<file path="config.mk">
export PLATFORM = sky130hd
export DESIGN_NAME = an_corrector_n37
export DESIGN_NICKNAME = d
export VERILOG_FILES = /design/src/rtl/an_corrector_n37.sv
export SDC_FILE = /design/constraint.sdc
export NUM_CORES = 1
export LEC_CHECK = 0
export ABC_AREA = 1
export ABC_CLOCK_PERIOD_IN_PS = 2900
export BUFFER_PORTS_ARGS = -buffer_cell sky130_fd_sc_hd__buf_2
export CORE_MARGIN = 4
export CORE_UTILIZATION = 58
export CTS_CLUSTER_SIZE = 20
export DETAILED_ROUTE_END_ITERATION = 10
export GPL_TIMING_DRIVEN = 0
export PLACE_DENSITY = 0.8
export REMOVE_ABC_BUFFERS = 1
export SLEW_MARGIN = 20
export SYNTH_ARGS = -nofsm -noshare
export SYNTH_HDL_FRONTEND = slang
export SYNTH_SLANG_ARGS = --single-unit
</file>
<file path="constraint.sdc">
create_clock -name clk -period 2.9 [get_ports clk]
set_clock_uncertainty 0.15 [all_clocks]
set_input_delay 0.29 -clock clk [delete_from_list [all_inputs] [get_ports clk]]
set_output_delay 0.29 -clock clk [all_outputs]
set_load 0.02 [all_outputs]
</file>
<file path="src/rtl/an_corrector_n37.sv">
// AN-code (A = 37) single-error corrector: maps a decoder's residue to a signed
// power-of-two error, repairs the quotient and range-checks the result.
module an_corrector_n37 (
    input  logic        clk,
    input  logic        rst,
    input  logic        in_valid,
    output logic        in_ready,
    input  logic [12:0] q,
    input  logic [5:0]  r,
    input  logic        error,
    output logic        out_valid,
    input  logic        out_ready,
    output logic [12:0] data,
    output logic [1:0]  status,
    output logic [15:0] corr_cnt,
    output logic [15:0] fail_cnt,
    output logic [1:0]  dbg_state
);

    // Handshakes: a transfer happens on a rising edge where valid and ready are
    // both 1; valid never waits on ready, and a held output does not change.

    typedef enum logic [1:0] {
        S_IDLE   = 2'd0,
        S_LOOKUP = 2'd1,
        S_ADD    = 2'd2,
        S_HOLD   = 2'd3
    } state_t;

    localparam logic [1:0] ST_CLEAN = 2'b00;
    localparam logic [1:0] ST_CORR  = 2'b01;
    localparam logic [1:0] ST_FAIL  = 2'b10;

    state_t             r_state;
    state_t             w_next;
    logic [12:0]        r_q;
    logic [5:0]         r_r;
    logic               r_err;
    logic signed [14:0] r_k;
    logic               r_zero;
    logic               r_bad;
    logic               r_out_valid;
    logic [12:0]        r_data;
    logic [1:0]         r_status;
    logic [15:0]        r_corr_cnt;
    logic [15:0]        r_fail_cnt;
    logic signed [14:0] w_k;
    logic signed [14:0] w_s;
    logic [12:0]        w_data;
    logic [1:0]         w_status;
    logic               w_accept;
    logic               w_release;

    // k = (r - e) / 37 where e = +/-2^i; r = 1..36 each map to exactly one i.
    always_comb begin
        w_k = 15'sd0;
        case (r_r)
            6'd1, 6'd2, 6'd4, 6'd8, 6'd16, 6'd32: w_k = 15'sd0;
            6'd27: w_k = -15'sd1;
            6'd17: w_k = -15'sd3;
            6'd34: w_k = -15'sd6;
            6'd31: w_k = -15'sd13;
            6'd25: w_k = -15'sd27;
            6'd13: w_k = -15'sd55;
            6'd26: w_k = -15'sd110;
            6'd15: w_k = -15'sd221;
            6'd30: w_k = -15'sd442;
            6'd23: w_k = -15'sd885;
            6'd9:  w_k = -15'sd1771;
            6'd18: w_k = -15'sd3542;
            6'd36, 6'd35, 6'd33, 6'd29, 6'd21, 6'd5: w_k = 15'sd1;
            6'd10: w_k = 15'sd2;
            6'd20: w_k = 15'sd4;
            6'd3:  w_k = 15'sd7;
            6'd6:  w_k = 15'sd14;
            6'd12: w_k = 15'sd28;
            6'd24: w_k = 15'sd56;
            6'd11: w_k = 15'sd111;
            6'd22: w_k = 15'sd222;
            6'd7:  w_k = 15'sd443;
            6'd14: w_k = 15'sd886;
            6'd28: w_k = 15'sd1772;
            6'd19: w_k = 15'sd3543;
            default: w_k = 15'sd0;
        endcase
    end

    assign w_s = $signed({2'b00, r_q}) + r_k;

    always_comb begin
        w_data   = 13'd0;
        w_status = ST_FAIL;
        if (r_bad) begin
            w_data   = 13'd0;
            w_status = ST_FAIL;
        end else if (r_zero) begin
            w_data   = r_q;
            w_status = ST_CLEAN;
        end else if (!w_s[14] && (w_s <= 15'sd7084)) begin
            w_data   = w_s[12:0];
            w_status = ST_CORR;
        end
    end

    assign w_accept  = in_valid && (r_state == S_IDLE);
    assign w_release = r_out_valid && out_ready;

    always_comb begin
        w_next = r_state;
        case (r_state)
            S_IDLE:   if (in_valid) w_next = S_LOOKUP;
            S_LOOKUP: w_next = S_ADD;
            S_ADD:    w_next = S_HOLD;
            S_HOLD:   if (w_release) w_next = S_IDLE;
            default:  w_next = S_IDLE;
        endcase
    end

    always_ff @(posedge clk) begin
        if (rst) begin
            r_state     <= S_IDLE;
            r_q         <= 13'd0;
            r_r         <= 6'd0;
            r_err       <= 1'b0;
            r_k         <= 15'sd0;
            r_zero      <= 1'b0;
            r_bad       <= 1'b0;
            r_out_valid <= 1'b0;
            r_data      <= 13'd0;
            r_status    <= ST_CLEAN;
            r_corr_cnt  <= 16'd0;
            r_fail_cnt  <= 16'd0;
        end else begin
            r_state <= w_next;
            if (w_accept) begin
                r_q   <= q;
                r_r   <= r;
                r_err <= error;
            end
            if (r_state == S_LOOKUP) begin
                r_k    <= w_k;
                r_zero <= (r_r == 6'd0);
                r_bad  <= (r_r > 6'd36) || (r_err != (r_r != 6'd0));
            end
            if (r_state == S_ADD) begin
                r_data   <= w_data;
                r_status <= w_status;
                if (w_status == ST_CORR && r_corr_cnt != 16'hFFFF)
                    r_corr_cnt <= r_corr_cnt + 16'd1;
                if (w_status == ST_FAIL && r_fail_cnt != 16'hFFFF)
                    r_fail_cnt <= r_fail_cnt + 16'd1;
            end
            // out_valid rises one cycle into HOLD, after data/status have settled.
            if (r_state == S_HOLD && !r_out_valid)
                r_out_valid <= 1'b1;
            else if (w_release)
                r_out_valid <= 1'b0;
        end
    end

    assign in_ready  = (r_state == S_IDLE);
    assign out_valid = r_out_valid;
    assign data      = r_data;
    assign status    = r_status;
    assign corr_cnt  = r_corr_cnt;
    assign fail_cnt  = r_fail_cnt;
    assign dbg_state = r_state;

endmodule

</file>
==> run_results.csv <==
group,metric,value,unit
clock_tree,clock-sinks,85,
yosys,synth_top_area_cell,"dfxtp_1",
run_status,status,"finished clean",
detailed_routing,drt-total-wl,13.7,mm
worst_setup_path,reg2reg_from,"r_q[0]$_SDFFE_PP0P_",
timing,rsz0062_at_grt,"false",
timing,worst_slack,0.152,ns
floorplanning,pin_count,75,
grt,overflow,0,
pwr,power_frac_seq,0.328,
clock_tree,path_clk_slew,0.09,ns
floorplanning,core-area,8890,um2
worst_setup_path,r2r_end,"fail_cnt[12]$_SDFFE_PP0P_",
placed_design,pre_cts_ws,-0.944,ns
yosys,ys_ff_latch,85,
floorplanning,die_width,104,um
cells_and_area,layout.cells.most_common,"nand2_1",
grt,grt_max_degree,57,
floorplanning,num_rows,34,
flow_run,max-cap-violations,0,
clock_tree,clock_latency,0.36,ns
pwr,power_density,810,nW/um2
timing,max_freq,0.364,GHz
worst_setup_path,cpLargestDelayFamily,"simple AND/OR/NAND/NOR gates",
timing,fin_crit_sh,0.947,
grt,grt_pass1_vias,4998,
grt,grt_pass1_wl,22.8,mm
detailed_routing,via_per_inst,5.65,
worst_setup_path,crit_slowest_cell,"fa_2",
detailed_routing,dr.pass1.iters,5,
timing,worst_pin_slew,0.833,ns
cells_and_area,nFillCells,761,
grt,track_usage,0.245,
detailed_routing,dr_total_vias,5371,
min_path,holdPathEnd,"r_q[4]$_SDFFE_PP0P_",
worst_setup_path,crit_top_cell,"nand2_2",
timing,period_minus_slack,2.75,ns
clock_tree,cts_tree,"yes",
timing,relSlewSlack,0.443,
worst_setup_path,r2r_cells,17,
yosys,yosysSeqAreaShare,0.316,
worst_setup_path,path_cells,"ha_4 > fa_2 > nand2_2 > nand2_2 > nand3_2 > nand2_2 > nand2_1 > nand2_2 > a21oi_2 > nand2_1 > o21ai_2 > nand2_2 > nand2_4 > nand2_8 > buf_8 > a31oi_1 > nor2_2",
detailed_routing,antenna_left,0,
pwr,p_leak,2.68,nW
clock_tree,cts-buffers-inserted,9,
detailed_routing,routedWlPerCell,14.4,um
min_path,holdPathStages,3,
timing,whs,0.0268,ns
clock_tree,clock_path_buffers,2,
pwr,ir_drop,612,uV
yosys,dominantRegCellSynth,"dfxtp_1",
cells_and_area,diodes,0,
pwr,p_comb_frac,0.482,
worst_setup_path,cp-end-kind,"flop",
yosys,synth_top_cell_area_share,0.316,
detailed_routing,drt_iter0_markers,348,
pwr,switching_power,0.00228,W
detailed_routing,drcViolationCount,0,
worst_setup_path,start_kind,"flop",
cells_and_area,final_cell_mix,"154 x nand2_1, 83 x dfxtp_1, 76 x inv_1",
worst_setup_path,path_buf_inv,1,
grt,antenna_found_initial,0,
cells_and_area,nets,891,
placed_design,hpwl,9.33,mm
yosys,synth_area_leaders,"dfxtp_1 32%, nand2_1 11%, ha_1 6.7%",
placed_design,routabilityCongestion,0.942,
worst_setup_path,path_class,"flop to flop",
worst_setup_path,ff2ff_setup_slack,0.15,ns
worst_setup_path,path_depth,17,
min_path,min-delay-start,"q[4]",
pwr,power_frac_clock,0.190,
floorplanning,die-height,104,um
yosys,yosys_warnings,0,
min_path,min_path_type,"input pin to flop",
timing,hold_violations,0,
worst_setup_path,cpPeakStageDelay,0.38,ns
pwr,p_sw_frac,0.455,
yosys,synth_area,5380,um2
timing,slew_violations,0,
worst_setup_path,worstPathRequired,3.00,ns
placed_design,portBuffers,74,
yosys,ys_types,51,
cells_and_area,drive_above_1_share,0.200,
clock_tree,h-tree-depth,3,
floorplanning,initial_utilization,0.605,
yosys,async_reset_ff_frac,0,
pwr,internal_power,0.00274,W
yosys,synth_edf_count,0,
timing,setup_viol,0,
yosys,synth.avg_cell_area,7.01,um2
floorplanning,die-area,10900,um2
clock_tree,cts_root_buf,"clkbuf_8",
yosys,synth_cells,768,
timing,finalSetupTns,0,ns
worst_setup_path,worst-path-max-fanout,17,
worst_setup_path,arrival,2.85,ns
cells_and_area,area_growth,15.2,%
## cell families (layout without fill, tap and decap cells)
logic type      count (synthesis)  in the layout  share of synthesized area
xor+xnor                       31             31                     0.0519
flops                          85             85                      0.316
compound gates                164            164                      0.174
buf+inv                       111            184                     0.0877
fa+ha+maj                      30             30                     0.0712
simple gates                  347            348                      0.299
## state kept, by name (all words and copies together) (netlist names)
name,count
fail_cnt,16
r_q,13
r_r,6
out_valid,1
r_bad,1
data,13
r_err,1
r_zero,1
dbg_state,2
corr_cnt,16
r_k,13
status,2
## power groups by stage
| stage | logic, W | registers [W] | clock network (W) |
|---|---|---|---|
| final | 0.00242 | 0.00165 | 0.000955 |
| after global routing | 0.00268 | 0.00168 | 0.00102 |
| after CTS | 0.00223 | 0.00164 | 0.000959 |
| after detailed placement | 0.00207 | 0.00166 | 0 |
| after global placement | 0.00202 | 0.00165 | 0 |
| after floorplan | 0.00150 | 0.00167 | 0 |
## layout make-up
cell class / count / area (um2) / area share
clock inverters: 7 / 97.6 / 0.0158
inverters: 80 / 304 / 0.0491
flip-flops and latches: 85 / 1700 / 0.275
well taps: 108 / 135 / 0.0218
clock buffers: 9 / 124 / 0.0200
repair buffers: 88 / 537 / 0.0866
multi-input cells: 573 / 3290 / 0.532
## routing by layer
layer,share of wire,global-route usage
met1,0.46,0.332
met2,0.48,0.404
met3,0.059,0.0372
met4,0.010,0.0703
met5,0,0
## worst max path at each step
stage,to,from
6_report,fail_cnt[12]$_SDFFE_PP0P_,r_q[0]$_SDFFE_PP0P_
5_1_grt,fail_cnt[0]$_SDFFE_PP0P_,r_q[5]$_SDFFE_PP0P_
4_1_cts,fail_cnt[15]$_SDFFE_PP0P_,r_q[0]$_SDFFE_PP0P_
3_5_place_dp,corr_cnt[1]$_SDFFE_PP0P_,dbg_state[0]$_SDFFE_PP0P_
3_3_place_gp,corr_cnt[1]$_SDFFE_PP0P_,dbg_state[0]$_SDFFE_PP0P_
2_1_floorplan,corr_cnt[0]$_SDFFE_PP0P_,dbg_state[1]$_SDFFE_PP0P_
## cells in the mapped netlist, types with 11 or more instances
cell type and n:
nand2_2 11, ha_1 29, dfxtp_1 85, nand2_1 161, inv_1 77, xor2_1 20, nand4_1 19, a21oi_2 12
a21oi_1 66, o21ai_0 57, clkbuf_1 23, nor2_1 75, nand3_1 45
## worst min-delay path: stages
cell and delay [ns]:
buf_2 0.07, o21ai_0 0.07, nor2_1 0.07
## what timing repair did
| action | in CTS | in global routing |
|---|---|---|
| hold buffers | 1 | 0 |
| pin swaps | 3 | 6 |
| setup endpoints to repair | 45 | 41 |
| hold endpoints to repair | 1 | 0 |
| resized for setup | 6 | 21 |
| buffers inserted | 4 | 8 |
| cloned | 2 | 0 |
## through the flow
step | cells | util | instance area, um2 | total power, W
after detailed placement | 919 | 0.643 | 5710 | 0.00374
after global placement | 919 | 0.643 | 5710 | 0.00367
after floorplan | 737 | - | 5210 | 0.00317
after global routing | 950 | 0.697 | 6200 | 0.00537
after CTS | 942 | 0.681 | 6060 | 0.00483
final | 950 | 0.697 | 6200 | 0.00502
(Power assumes the default switching activity.)
